**src/rtl/game_ctrl_pkg.sv**
```systemverilog
// Shared types, constants and the BCD increment helper for the game controller.
package game_ctrl_pkg;

    typedef logic [1:0] state_t;

    localparam logic [1:0] ST_IDLE = 2'd0;
    localparam logic [1:0] ST_RUN  = 2'd1;
    localparam logic [1:0] ST_OVER = 2'd2;

    localparam int unsigned SCORE_W   = 16;
    localparam int unsigned H_VIS_DEF = 640;
    localparam int unsigned V_VIS_DEF = 480;

    localparam logic [15:0] SCORE_MAX_BCD = 16'h9999;

    // Add one to a 4-digit BCD value, rippling carries; holds at 9999.
    function automatic logic [15:0] bcd_inc(input logic [15:0] v);
        logic [15:0] r;
        logic        carry;
        r     = v;
        carry = 1'b1;
        if (v != SCORE_MAX_BCD) begin
            for (int i = 0; i < 4; i++) begin
                if (carry) begin
                    if (r[i*4 +: 4] == 4'd9) begin
                        r[i*4 +: 4] = 4'd0;
                    end else begin
                        r[i*4 +: 4] = r[i*4 +: 4] + 4'd1;
                        carry       = 1'b0;
                    end
                end
            end
        end
        return r;
    endfunction

endpackage

```
**src/rtl/game_ctrl_bcd_counter4.sv**
```systemverilog
// Four-digit BCD score counter with synchronous clear and saturating increment.
module bcd_counter4
    import game_ctrl_pkg::*;
(
    input  logic        CLK,
    input  logic        RESET,
    input  logic        clr,
    input  logic        inc,
    output logic [15:0] q
);

    logic [15:0] q_q;
    logic [15:0] q_d;

    // Next count: clear wins over increment.
    always_comb begin
        q_d = q_q;
        if (clr) begin
            q_d = 16'h0000;
        end else if (inc) begin
            q_d = bcd_inc(q_q);
        end
    end

    // Count register.
    always_ff @(posedge CLK) begin
        if (RESET) begin
            q_q <= 16'h0000;
        end else begin
            q_q <= q_d;
        end
    end

    assign q = q_q;

endmodule

```
**src/rtl/game_ctrl.sv**
```systemverilog
// Game controller: frame-end detection, collision flag, IDLE/RUN/OVER FSM and score.
module game_ctrl
    import game_ctrl_pkg::*;
#(
    parameter int unsigned SCORE_DIV = 6,
    parameter int unsigned H_VIS     = H_VIS_DEF,
    parameter int unsigned V_VIS     = V_VIS_DEF
) (
    input  logic        CLK,
    input  logic        RESET,
    input  logic        START,
    input  logic        fresh,
    input  logic [8:0]  row_addr,
    input  logic [9:0]  col_addr,
    input  logic        dino_px,
    input  logic        obst_px,
    output logic        game_status,
    output logic        game_over,
    output logic [15:0] score
);

    localparam int unsigned FCNT_W = (SCORE_DIV > 1) ? $clog2(SCORE_DIV) : 1;
    localparam logic [FCNT_W-1:0] FCNT_LAST = FCNT_W'(SCORE_DIV - 1);

    state_t              state_q, state_d;
    logic [FCNT_W-1:0]   fcnt_q, fcnt_d;
    logic                hit_q, hit_d;
    logic                fresh_q;
    logic                status_q, status_d;
    logic                over_q, over_d;
    logic                frame_end;
    logic                in_vis;
    logic                hit_now;
    logic                score_clr;
    logic                score_inc;

    // Frame end, visible-area qualified collision, and FSM next state.
    always_comb begin
        state_d   = state_q;
        fcnt_d    = fcnt_q;
        hit_d     = hit_q;
        score_clr = 1'b0;
        score_inc = 1'b0;

        frame_end = fresh_q & ~fresh;
        in_vis    = ({23'd0, row_addr} < V_VIS) && ({22'd0, col_addr} < H_VIS);
        hit_now   = (state_q == ST_RUN) && dino_px && obst_px && in_vis;

        if (hit_now) begin
            hit_d = 1'b1;
        end
        if (frame_end) begin
            hit_d = 1'b0;
        end

        case (state_q)
            ST_IDLE, ST_OVER: begin
                if (START) begin
                    state_d   = ST_RUN;
                    fcnt_d    = '0;
                    hit_d     = 1'b0;
                    score_clr = 1'b1;
                end
            end
            ST_RUN: begin
                if (frame_end) begin
                    if (hit_q || hit_now) begin
                        state_d = ST_OVER;
                    end else if (fcnt_q == FCNT_LAST) begin
                        fcnt_d    = '0;
                        score_inc = 1'b1;
                    end else begin
                        fcnt_d = fcnt_q + FCNT_W'(1);
                    end
                end
            end
            default: begin
                state_d = ST_IDLE;
            end
        endcase

        status_d = (state_d == ST_RUN);
        over_d   = (state_d == ST_OVER);
    end

    // State, frame counter, hit flag, fresh history and status outputs.
    always_ff @(posedge CLK) begin
        if (RESET) begin
            state_q  <= ST_IDLE;
            fcnt_q   <= '0;
            hit_q    <= 1'b0;
            fresh_q  <= 1'b0;
            status_q <= 1'b0;
            over_q   <= 1'b0;
        end else begin
            state_q  <= state_d;
            fcnt_q   <= fcnt_d;
            hit_q    <= hit_d;
            fresh_q  <= fresh;
            status_q <= status_d;
            over_q   <= over_d;
        end
    end

    bcd_counter4 u_score (
        .CLK   (CLK),
        .RESET (RESET),
        .clr   (score_clr),
        .inc   (score_inc),
        .q     (score)
    );

    assign game_status = status_q;
    assign game_over   = over_q;

endmodule

```
**config.mk**
```make
export PLATFORM = sky130hd
export DESIGN_NAME = game_ctrl
export DESIGN_NICKNAME = d
export VERILOG_FILES = /design/src/rtl/game_ctrl_pkg.sv /design/src/rtl/game_ctrl_bcd_counter4.sv /design/src/rtl/game_ctrl.sv
export SDC_FILE = /design/constraint.sdc
export NUM_CORES = 1
export LEC_CHECK = 0
export BUFFER_PORTS_ARGS = -buffer_cell sky130_fd_sc_hd__buf_2
export CELL_PAD_IN_SITES_DETAIL_PLACEMENT = 1
export CELL_PAD_IN_SITES_GLOBAL_PLACEMENT = 2
export CORE_ASPECT_RATIO = 0.7
export CORE_MARGIN = 2
export CORE_UTILIZATION = 31
export CTS_CLUSTER_DIAMETER = 200
export DETAILED_ROUTE_END_ITERATION = 8
export GPL_TIMING_DRIVEN = 0
export PLACE_DENSITY = 0.95
export SLEW_MARGIN = 15
export SYNTH_ARGS = -nofsm -noshare
export SYNTH_HDL_FRONTEND = slang
export SYNTH_SLANG_ARGS = --single-unit
```
**constraint.sdc**
```tcl
create_clock -name CLK -period 5.9 [get_ports CLK]
set_clock_uncertainty 0.1 [all_clocks]
set_input_delay 1.475 -clock CLK [delete_from_list [all_inputs] [get_ports CLK]]
set_output_delay 1.475 -clock CLK [all_outputs]
set_load 0.005 [all_outputs]
```
Word level (Yosys, flattened, before mapping)
Index checks and enable logic that the tools add are counted.
- word-level logic and storage cells: 83
- bits of input ports: 25
- flip-flop bits (word level): 25
- output and inout bits: 18
- bitwise gates (word level): 2
- $lt $le $gt $ge: 2
- reduce and logical (&&, ||, !) cells: 14
- multiplexer cells: 37
- add/subtract/negate cells: 5
- equality and inequality tests: 13
- operators with widths (operator ; count):
    2-to-1 mux 1 bit ; 24
    adder 4 x 1 -> 4 bit (second input constant) ; 4
    == test 4 bit (second input constant) ; 4
    2-to-1 mux 4 bit ; 4
    != test 16 bit (second input constant) ; 1
    2-to-1 mux 3 bit ; 4
    < comparator 10 bit (second input constant) ; 1
    < comparator 9 bit (second input constant) ; 1
    AND reduction 3 bit ; 3
    2-to-1 mux 2 bit ; 3
    != test 2 bit (second input constant) ; 3
    case mux 3 bit (2 select lines) ; 1
    == test 2 x 1 -> 1 bit (second input constant) ; 2
    == test 2 bit (second input constant) ; 2
    logical AND 1 bit ; 4
    case mux 2 bit (2 select lines) ; 1
    AND reduction 4 bit ; 1
    OR reduction 2 bit ; 2
    adder 3 x 1 -> 3 bit (second input constant) ; 1
    == test 3 bit (second input constant) ; 1
    zero test 2 bit ; 1
    AND reduction 2 bit ; 1
    nonzero test 2 bit ; 1
    bitwise AND 1 bit ; 1
    other kinds (2) ; 2

Logic depth before layout (Yosys ltp)
Gate-level depths: netlist of run 1.
- depth after elaboration: 19
- gate-level depth with buffers: 6
- depth with buffers taken out: 4

By module
Synthesis of run 1 repeated with hierarchy kept, for this count alone.
- cells, all modules: 154
- area total of the unflattened synthesis: 1375.1 um^2
- modules (own cells, without submodules) (module ; seq. area each (um^2) ; cells each ; area an instance (um^2) ; instances):
    bcd_counter4 ; 320.3 ; 101 ; 860.8 ; 1
    game_ctrl ; 180.2 ; 53 ; 514.2 ; 1

Least setup slack after synthesis of run 1
No wires, ideal clock.
- path kind: input to register
- from: in fresh
- to: reg u_score.q_q[2] (netlist: u_score.q[2])
- data required time: 5.730 ns
- buffers on the path: 1
- setup time: 0.070 ns
- setup slack: 2.889 ns
- data arrival time: 2.841 ns
- stages on the path: 5
- path through: nand4bb_1 a311o_1 buf_2 or4_1 a21oi_1
- word-level cells in the longest chain between the ends: 5
- RTL lines (element ; RTL line ; text):
    start, declared ; game_ctrl.sv:12 ; input logic fresh,
    NOT 1 bit ; game_ctrl.sv:45 ; frame_end = fresh_q & ~fresh;
    bitwise AND 1 bit ; game_ctrl.sv:45 ;
    2-to-1 mux 1 bit ; game_ctrl.sv:66 ; if (frame_end) begin
    2-to-1 mux 1 bit ; game_ctrl.sv:56 ; case (state_q)
    AND reduction 2 bit (no source line) ; n/a ;
    end signal, assigned ; game_ctrl_bcd_counter4.sv:30 ; q_q <= q_d;
    end, declared ; game_ctrl_bcd_counter4.sv:12 ; logic [15:0] q_q;
Every way passes these cells.
A chain may end at the register's enable or synchronous reset.

Worst setup path after layout of run 1
Same ends and word-level chain as after synthesis.

==> flow_summary.html, run 1 <==
<table>
<tr><th>Metric</th><th>Value</th></tr>
<tr><th colspan="2">Outcome</th></tr>
<tr><td>Status</td><td>completed</td></tr>
<tr><th colspan="2">Clock tree</th></tr>
<tr><td>Total of cells resized after clock tree synthesis</td><td>0</td></tr>
<tr><td>Setup fix buffers added after clock tree synthesis</td><td>0</td></tr>
<tr><td>Clock slew seen by the registers of the worst setup and hold paths</td><td>0.09 ns</td></tr>
<tr><td>CTS buffer count</td><td>3</td></tr>
<tr><td>Skew-Pair Late Insertion Delay</td><td>approximately 0.26 ns</td></tr>
<tr><td>Max Buffers Root-to-Sink</td><td>2</td></tr>
<tr><td>CTS tree</td><td>yes</td></tr>
<tr><td>Clk root buf</td><td>sky130_fd_sc_hd__clkbuf_8</td></tr>
<tr><td>TritonCTS sink count</td><td>25</td></tr>
<tr><td>Cts hold-fix bufs</td><td>0</td></tr>
<tr><td>H-Tree Level Count</td><td>1</td></tr>
<tr><th colspan="2">Synth</th></tr>
<tr><td>Flop and latch count out of synthesis</td><td>25</td></tr>
<tr><td>Number of synthesized flops with an enable pin</td><td>0</td></tr>
<tr><td>Yosys Warn Count</td><td>0</td></tr>
<tr><td>Cell area after synthesis</td><td>approximately 1400 um^2</td></tr>
<tr><td>Post-synthesis sequential area ratio</td><td>a little under two fifths</td></tr>
<tr><td>Share of synthesized registers carrying an async set or reset</td><td>0%</td></tr>
<tr><td>Instance count of the mapped netlist</td><td>160</td></tr>
<tr><td>Post-synthesis net count</td><td>185</td></tr>
<tr><td>Number of distinct standard cells referenced by the synthesized netlist</td><td>between 40 and 50</td></tr>
<tr><td>Post-synth top flop</td><td>sky130_fd_sc_hd__dfxtp_1</td></tr>
<tr><td>Synthesized area per cell</td><td>8.50 um^2</td></tr>
<tr><th colspan="2">Critical path</th></tr>
<tr><td>Critical path endpoint category</td><td>flop</td></tr>
<tr><td>Launch point of the worst reg-to-reg path</td><td>u_score.q[1]</td></tr>
<tr><td>Critical path peak fanout</td><td>10</td></tr>
<tr><td>Crit start category</td><td>primary input</td></tr>
<tr><td>R2R cell count</td><td>5</td></tr>
<tr><td>Crit path DAT</td><td>3.16 ns</td></tr>
<tr><td>Setup slack, reg-to-reg</td><td>~3.8 ns</td></tr>
<tr><td>Data required time at the worst endpoint</td><td>6.00 ns</td></tr>
<tr><td>Destination of the worst register-to-register timing path</td><td>u_score.q[8]</td></tr>
<tr><td>Kind of critical path</td><td>primary input to flop</td></tr>
<tr><th colspan="2">STA</th></tr>
<tr><td>Unrepaired setup endpoints after global routing</td><td>false</td></tr>
<tr><td>Transition time at the pin with the least slew margin</td><td>0.740 ns</td></tr>
<tr><td>Time the final worst path needs with I/O delays and setup</td><td>3.06 ns</td></tr>
<tr><td>Slew Limit Fails</td><td>0</td></tr>
<tr><td>Worst hold slack after final layout</td><td>0.392 ns</td></tr>
<tr><td>FMAX</td><td>approximately 330 MHz</td></tr>
<tr><td>Setup slack after layout</td><td>around 2.8 ns</td></tr>
<tr><td>Final number of setup-violating endpoints</td><td>0</td></tr>
<tr><td>Final setup TNS</td><td>0 ns</td></tr>
<tr><td>Worst-case headroom to the max-slew limit</td><td>50.3%</td></tr>
<tr><td>Final number of hold-violating endpoints</td><td>0</td></tr>
<tr><td>Share of the clock period used by the worst path after layout</td><td>about half</td></tr>
<tr><th colspan="2">Die</th></tr>
<tr><td>I/O pin count</td><td>between 40 and 50</td></tr>
<tr><td>Area enclosed by the die boundary</td><td>~4900 um^2</td></tr>
<tr><td>Starting Density</td><td>between 30% and 40%</td></tr>
<tr><td>Cell row count</td><td>20</td></tr>
<tr><td>X dimension of the die</td><td>about 83 um</td></tr>
<tr><td>Vertical die dimension</td><td>59.4 um</td></tr>
<tr><td>Core area</td><td>about 4300 um^2</td></tr>
<tr><th colspan="2">Cells and area</th></tr>
<tr><td>Final net count</td><td>around 220</td></tr>
<tr><td>Register cell area after layout</td><td>500 um^2</td></tr>
<tr><td>Number of filler cells placed in the layout</td><td>535</td></tr>
<tr><td>Multi-input gate area</td><td>between 700 and 800 um^2</td></tr>
<tr><td>Filler-free cell count of the finished design</td><td>about 250</td></tr>
<tr><td>Antenna diode instance count</td><td>0</td></tr>
<tr><td>Share of layout cells above drive strength 1</td><td>23.8%</td></tr>
<tr><td>Area grow syn2layout</td><td>19.0%</td></tr>
<tr><th colspan="2">Hold path</th></tr>
<tr><td>Worst Hold Launch</td><td>u_score.q[4]</td></tr>
<tr><td>Cell depth of the worst hold path</td><td>2</td></tr>
<tr><td>Worst-case hold path end point</td><td>u_score.q[4]</td></tr>
<tr><td>HP Class</td><td>flop to flop</td></tr>
<tr><th colspan="2">Route</th></tr>
<tr><td>Total via count in the routed design</td><td>1338</td></tr>
<tr><td>Final routed wirelength across all metal layers</td><td>roughly 3500 um</td></tr>
<tr><td>TritonRoute pass-1 iters</td><td>4</td></tr>
<tr><td>Routed length on met3</td><td>approximately 130 um</td></tr>
<tr><td>Average wire per cell in the routed design</td><td>around 14 um</td></tr>
<tr><td>Total routed wire length on the met1 layer</td><td>around 1900 um</td></tr>
<tr><td>DRC violations left</td><td>0</td></tr>
<tr><td>Highest routed metal layer</td><td>met4</td></tr>
<tr><td>Avg Vias per Cell</td><td>around 5.4</td></tr>
<tr><td>Violation count after the first detailed-routing iteration</td><td>58</td></tr>
<tr><td>Total met2 wirelength after detailed routing</td><td>approximately 1500 um</td></tr>
<tr><td>DRT antenna net count</td><td>0</td></tr>
<tr><th colspan="2">Placed design</th></tr>
<tr><td>Placed insts</td><td>244</td></tr>
<tr><td>Final HPWL from detailed placement</td><td>roughly 2700 um</td></tr>
<tr><td>Placer Congestion</td><td>about 0.81</td></tr>
<tr><td>Count of input and output buffers</td><td>29</td></tr>
<tr><td>Pre-CTS setup slack</td><td>around 2.6 ns</td></tr>
<tr><th colspan="2">GRT</th></tr>
<tr><td>Initial antenna violation count</td><td>0</td></tr>
<tr><td>Vias in the first global route</td><td>approximately 1200</td></tr>
<tr><td>Global-route congestion overflow total</td><td>0</td></tr>
<tr><td>Maximum number of pins on one net before global-route repair</td><td>14</td></tr>
<tr><td>Wire length of the first global-routing pass</td><td>between 5000 and 6000 um</td></tr>
<tr><td>GRT Total Usage</td><td>roughly 15%</td></tr>
<tr><th colspan="2">Power</th></tr>
<tr><td>Static Leakage</td><td>approximately 0.57 nW</td></tr>
<tr><td>Power density over the cells</td><td>approximately 180 nW/um^2</td></tr>
<tr><td>Total Power Consumption</td><td>0.000291 W</td></tr>
<tr><td>Maximum vdd drop</td><td>around 0.000068 V</td></tr>
<tr><th colspan="2">Flow run</th></tr>
<tr><td>Maximum capacitance violations</td><td>0</td></tr>
</table>
==> registers in the layout, summed over array words and instances, names as in the netlist <==
| name | flops |
|---|---|
| hit_q | 1 |
| fresh_q | 1 |
| state_q | 2 |
| game_over | 1 |
| u_score.q | 16 |
| fcnt_q | 3 |
| game_status | 1 |
==> metrics by stage <==
| stage | area (um^2) | utilization (%) |
|---|---|---|
| 3_3_place_gp | 1570 | 36.8 |
| 6_report | 1620 | 37.8 |
| 4_1_cts | 1620 | 37.8 |
| 5_1_grt | 1620 | 37.8 |
| 3_5_place_dp | 1570 | 36.8 |
| 2_1_floorplan | 1360 | - |
==> cells in the final DEF, fill, tap and decap left out, types with 2 or more instances in the layout <==
master                       n
sky130_fd_sc_hd__or3_1       2
sky130_fd_sc_hd__o21ai_0     5
sky130_fd_sc_hd__o31ai_1     3
sky130_fd_sc_hd__nand3_1     2
sky130_fd_sc_hd__nor2b_1     3
sky130_fd_sc_hd__a21oi_1    13
sky130_fd_sc_hd__nor2_1     11
sky130_fd_sc_hd__inv_1      12
sky130_fd_sc_hd__nand2b_1    5
sky130_fd_sc_hd__a31o_2      2
sky130_fd_sc_hd__dfxtp_1    25
sky130_fd_sc_hd__a31o_1      2
sky130_fd_sc_hd__mux2i_1     5
sky130_fd_sc_hd__a211oi_1    2
sky130_fd_sc_hd__nand4bb_1   5
sky130_fd_sc_hd__a311oi_1    2
sky130_fd_sc_hd__clkbuf_1    5
sky130_fd_sc_hd__nand4_1     9
sky130_fd_sc_hd__buf_2      32
sky130_fd_sc_hd__nor3_1      5
sky130_fd_sc_hd__nand2_1    10
sky130_fd_sc_hd__nand4b_1    3
sky130_fd_sc_hd__a31oi_1     5
sky130_fd_sc_hd__or4_1       2
sky130_fd_sc_hd__clkbuf_8    3
==> cell usage after synthesis, drive strengths merged (4+ instances only) <==
cell type   n  area (um^2)
dfxtp      25          500
a21oi      13         65.1
inv        12         45.0
nor2       11         41.3
nand2      10         37.5
nand4       9         56.3
a31oi       5         31.3
mux2i       5         50.1
nand2b      5         31.3
nand4bb     5         56.3
nor3        5         25.0
o21ai       5         25.0
a31o        4         35.0
buf         4         26.3
clkbuf      4         15.0
==> worst max path at each step <==
| stage | startpoint | end | slack (ns) | depth (start not counted) |
|---|---|---|---|---|
| 2_1_floorplan | fresh | u_score.q[2] | 2.89 | 5 |
| 3_3_place_gp | fresh | u_score.q[2] | 2.60 | 6 |
| 3_5_place_dp | fresh | u_score.q[2] | 2.58 | 6 |
| 4_1_cts | fresh | u_score.q[2] | 2.86 | 6 |
| 5_1_grt | fresh | u_score.q[2] | 2.77 | 6 |
| 6_report | fresh | u_score.q[2] | 2.84 | 6 |
==> worst max-delay path, stage by stage <==
cell and delay [ns]:
sky130_fd_sc_hd__buf_2 0.12, sky130_fd_sc_hd__nand4bb_1 0.33, sky130_fd_sc_hd__a311o_1 0.42, sky130_fd_sc_hd__buf_2 0.20, sky130_fd_sc_hd__or4_1 0.48, sky130_fd_sc_hd__a21oi_1 0.15
==> layout make-up <==
type                       instances  share of cell area (%)
sequential                        25                    30.9
buffer                             8                    2.55
inverter                          12                    2.78
tap                               55                    4.25
timing repair buffer              29                    8.96
multi-input combinational        115                    47.8
clock buffer                       4                    2.78
==> report_power, final <==
part           internal (W)  leakage [nW]  switching, W
combinational    0.00000685         0.340     0.0000108
clock             0.0000483        0.0228     0.0000536
sequential         0.000170         0.202    0.00000122
total              0.000225         0.565     0.0000656
==> per-layer routing <==
layer | vias to the layer above | global-route usage [%]
met1 | 639 | 20.4
met2 | 28 | 23.0
met3 | 2 | 3.48
met4 | 0 | 3.51
met5 | - | 0
li1 | 669 | -
==> logic make-up after synthesis <==
| family | count (synthesis) | share of synthesized area [%] |
|---|---|---|
| simple gates | 68 | 31.6 |
| compound gates | 41 | 20.8 |
| flops | 25 | 36.8 |
| buf+inv | 20 | 6.35 |
| mux | 6 | 4.51 |
(Power assumes the default switching activity.)
==> inputs of run 2 (changes only) <==
Settings changed: CORE_UTILIZATION 31 to 26, PLACE_DENSITY 0.95 to 0.87.
Clock period 5.9 ns to 2.5 ns, I/O delays scaled along.
==> run 2 against run 1 <==
  * Total power increased by 140%
  * Worst hold slack improved by 0.0081 ns
  * Clock power increased by 140%
  * Core utilization decreased by 4.5 points
  * Critical path depth unchanged
  * Worst setup slack got worse by 2.6 ns
  * Via count increased by 0.45%
  * Largest cell class unchanged
==> flow_summary.html, run 2 (same netlist as run 1, synthesis figures left out) <==
<table>
<tr><th>Metric</th><th>Value</th></tr>
<tr><th colspan="2">STA</th></tr>
<tr><td>Slew Limit Fails</td><td>0 (unchanged)</td></tr>
<tr><td>Time the final worst path needs with I/O delays and setup</td><td>roughly 2.2 ns</td></tr>
<tr><td>Final number of setup-violating endpoints</td><td>0 (unchanged)</td></tr>
<tr><td>Worst-case headroom to the max-slew limit</td><td>47.5% (-2.9 points)</td></tr>
<tr><td>Setup slack after layout</td><td>0.274 ns (-2.57 ns)</td></tr>
<tr><td>Final setup TNS</td><td>0 ns (unchanged)</td></tr>
<tr><td>Share of the clock period used by the worst path after layout</td><td>89.0%</td></tr>
<tr><td>Worst hold slack after final layout</td><td>0.400 ns (+0.00810 ns)</td></tr>
<tr><td>Unrepaired setup endpoints after global routing</td><td>false</td></tr>
<tr><td>FMAX</td><td>about 450 MHz</td></tr>
<tr><td>Transition time at the pin with the least slew margin</td><td>0.783 ns (+0.0428 ns)</td></tr>
<tr><td>Final number of hold-violating endpoints</td><td>0 (unchanged)</td></tr>
<tr><th colspan="2">Placed design</th></tr>
<tr><td>Final HPWL from detailed placement</td><td>2820 um (+5.9%)</td></tr>
<tr><td>Total placed instance area</td><td>1590 um^2 (+1.1%)</td></tr>
<tr><td>Count of input and output buffers</td><td>29 (unchanged)</td></tr>
<tr><td>Placed insts</td><td>258 (+5.7%)</td></tr>
<tr><td>Pre-CTS setup slack</td><td>0.0100 ns (-2.57 ns)</td></tr>
<tr><td>Placer Congestion</td><td>0.781 (-3.5%)</td></tr>
<tr><th colspan="2">Clock tree</th></tr>
<tr><td>Cts hold-fix bufs</td><td>0 (unchanged)</td></tr>
<tr><td>Clk root buf</td><td>sky130_fd_sc_hd__clkbuf_8</td></tr>
<tr><td>Setup fix buffers added after clock tree synthesis</td><td>0 (unchanged)</td></tr>
<tr><td>Max Buffers Root-to-Sink</td><td>2 (unchanged)</td></tr>
<tr><td>Total of cells resized after clock tree synthesis</td><td>0 (unchanged)</td></tr>
<tr><td>CTS tree</td><td>yes</td></tr>
<tr><td>CTS buffer count</td><td>3 (unchanged)</td></tr>
<tr><td>TritonCTS sink count</td><td>25 (unchanged)</td></tr>
<tr><td>Clock slew seen by the registers of the worst setup and hold paths</td><td>0.09 ns (about the same)</td></tr>
<tr><td>Skew-Pair Late Insertion Delay</td><td>0.27 ns (about the same)</td></tr>
<tr><td>H-Tree Level Count</td><td>1 (unchanged)</td></tr>
<tr><th colspan="2">Cells and area</th></tr>
<tr><td>Filler-free cell count of the finished design</td><td>262 (+5.6%)</td></tr>
<tr><td>Final net count</td><td>219 (unchanged)</td></tr>
<tr><td>Commonest cells after routing, fill and taps aside</td><td>sky130_fd_sc_hd__buf_2, sky130_fd_sc_hd__dfxtp_1, sky130_fd_sc_hd__a21oi_1</td></tr>
<tr><td>Area grow syn2layout</td><td>20.3%</td></tr>
<tr><td>Number of filler cells placed in the layout</td><td>611 (+14%)</td></tr>
<tr><td>Share of layout cells above drive strength 1</td><td>23.8% (unchanged)</td></tr>
<tr><td>Largest register FFs</td><td>16 (unchanged)</td></tr>
<tr><td>Post-route standard cell area excluding fillers</td><td>1640 um^2 (+1.1%)</td></tr>
<tr><td>Most common cell after layout, fill and taps aside</td><td>sky130_fd_sc_hd__buf_2</td></tr>
<tr><td>Antenna diode instance count</td><td>0 (unchanged)</td></tr>
<tr><th colspan="2">Hold path</th></tr>
<tr><td>Worst-case hold path end point</td><td>u_score.q[4]</td></tr>
<tr><td>HP Class</td><td>flop to flop</td></tr>
<tr><td>Cell depth of the worst hold path</td><td>2 (unchanged)</td></tr>
<tr><td>Worst Hold Launch</td><td>u_score.q[4]</td></tr>
<tr><th colspan="2">Die</th></tr>
<tr><td>X dimension of the die</td><td>90.4 um (+8.8%)</td></tr>
<tr><td>Area enclosed by the die boundary</td><td>5830 um^2 (+18%)</td></tr>
<tr><td>Cell row count</td><td>21 (+5.0%)</td></tr>
<tr><td>Starting Density</td><td>27.7% (-4.1 points)</td></tr>
<tr><td>Core area</td><td>4910 um^2 (+15%)</td></tr>
<tr><td>I/O pin count</td><td>43 (unchanged)</td></tr>
<tr><td>Vertical die dimension</td><td>64.5 um (+8.6%)</td></tr>
<tr><th colspan="2">Critical path</th></tr>
<tr><td>Crit path DAT</td><td>2.33 ns (-0.83 ns)</td></tr>
<tr><td>Setup slack, reg-to-reg</td><td>0.36 ns (-3.46 ns)</td></tr>
<tr><td>Launch point of the worst reg-to-reg path</td><td>u_score.q[2]</td></tr>
<tr><td>Critical path peak fanout</td><td>10 (unchanged)</td></tr>
<tr><td>Crit start category</td><td>primary input</td></tr>
<tr><td>Kind of critical path</td><td>primary input to flop</td></tr>
<tr><td>R2R cell count</td><td>5 (unchanged)</td></tr>
<tr><td>Data required time at the worst endpoint</td><td>2.61 ns (-3.39 ns)</td></tr>
<tr><td>Destination of the worst register-to-register timing path</td><td>u_score.q[6]</td></tr>
<tr><td>Critical path endpoint category</td><td>flop</td></tr>
<tr><th colspan="2">Route</th></tr>
<tr><td>Violation count after the first detailed-routing iteration</td><td>78 (+34%)</td></tr>
<tr><td>Avg Vias per Cell</td><td>5.13 (-4.9%)</td></tr>
<tr><td>DRT antenna net count</td><td>0 (unchanged)</td></tr>
<tr><td>DRC violations left</td><td>0 (unchanged)</td></tr>
<tr><td>TritonRoute pass-1 iters</td><td>4 (unchanged)</td></tr>
<tr><td>Total via count in the routed design</td><td>1344 (+0.45%)</td></tr>
<tr><td>Final routed wirelength across all metal layers</td><td>3740 um (+7.7%)</td></tr>
<tr><td>Average wire per cell in the routed design</td><td>14.3 um (+1.9%)</td></tr>
<tr><th colspan="2">GRT</th></tr>
<tr><td>Maximum number of pins on one net before global-route repair</td><td>14 (unchanged)</td></tr>
<tr><td>Vias in the first global route</td><td>1254 (+0.80%)</td></tr>
<tr><td>Global-route congestion overflow total</td><td>0 (unchanged)</td></tr>
<tr><td>Initial antenna violation count</td><td>0 (unchanged)</td></tr>
<tr><td>Wire length of the first global-routing pass</td><td>6290 um (+8.4%)</td></tr>
<tr><td>GRT Total Usage</td><td>13.2% (-1.4 points)</td></tr>
<tr><th colspan="2">Power</th></tr>
<tr><td>Static Leakage</td><td>0.565 nW (unchanged)</td></tr>
<tr><td>Maximum vdd drop</td><td>0.000154 V (+130%)</td></tr>
<tr><td>Power density over the cells</td><td>424 nW/um^2 (+140%)</td></tr>
<tr><th colspan="2">Outcome</th></tr>
<tr><td>Status</td><td>completed</td></tr>
<tr><th colspan="2">Flow run</th></tr>
<tr><td>Maximum capacitance violations</td><td>0 (unchanged)</td></tr>
</table>
[run 2: final cells by class]
type | instances | area, um^2 | share of cell area (%)
Sequential cell | 25 | 500 | 30.6
Multi-Input combinational cell | 115 | 773 | 47.2
Inverter | 12 | 45.0 | 2.75
Tap cell | 69 | 86.3 | 5.28
Timing Repair Buffer | 29 | 145 | 8.87
Buffer | 8 | 41.3 | 2.52
Clock buffer | 4 | 45.0 | 2.75
[run 2: per-stage QoR]
step	total power, W	util [%]
after floorplan	0.000437	-
after global placement	0.000455	32.4
after detailed placement	0.000456	32.4
after CTS	0.000706	33.3
after global routing	0.000728	33.3
final	0.000694	33.3
[run 2: worst max path at each step]
| stage | start | endpoint | slack, ns | cells past startpoint |
|---|---|---|---|---|
| 2_1_floorplan | fresh | u_score.q[2] | 0.34 | 5 |
| 3_3_place_gp | fresh | u_score.q[2] | 0.02 | 6 |
| 3_5_place_dp | fresh | u_score.q[2] | 0.01 | 6 |
| 4_1_cts | fresh | u_score.q[2] | 0.29 | 6 |
| 5_1_grt | fresh | u_score.q[2] | 0.22 | 6 |
| 6_report | fresh | u_score.q[2] | 0.27 | 6 |
[run 2: where the power goes]
part | internal, W | switching [W]
Combinational | 0.0000162 | 0.0000260
Sequential | 0.000402 | 0.00000270
Clock | 0.000114 | 0.000132
Total | 0.000533 | 0.000161
[run 2: layer usage]
layer  GRT usage (%)  wire length (um)  vias to the layer above
li1                -                 -                      672
met1            19.5              2040                      645
met2            19.7              1530                       25
met3            3.26               157                        2
met4            1.73                 5                        0
met5               0                 0                        -
[run 2: critical path: stages]
cell and delay, ns:
sky130_fd_sc_hd__buf_2 0.11, sky130_fd_sc_hd__nand4bb_1 0.33, sky130_fd_sc_hd__a311o_1 0.43, sky130_fd_sc_hd__buf_2 0.20
sky130_fd_sc_hd__or4_1 0.48, sky130_fd_sc_hd__a21oi_1 0.15
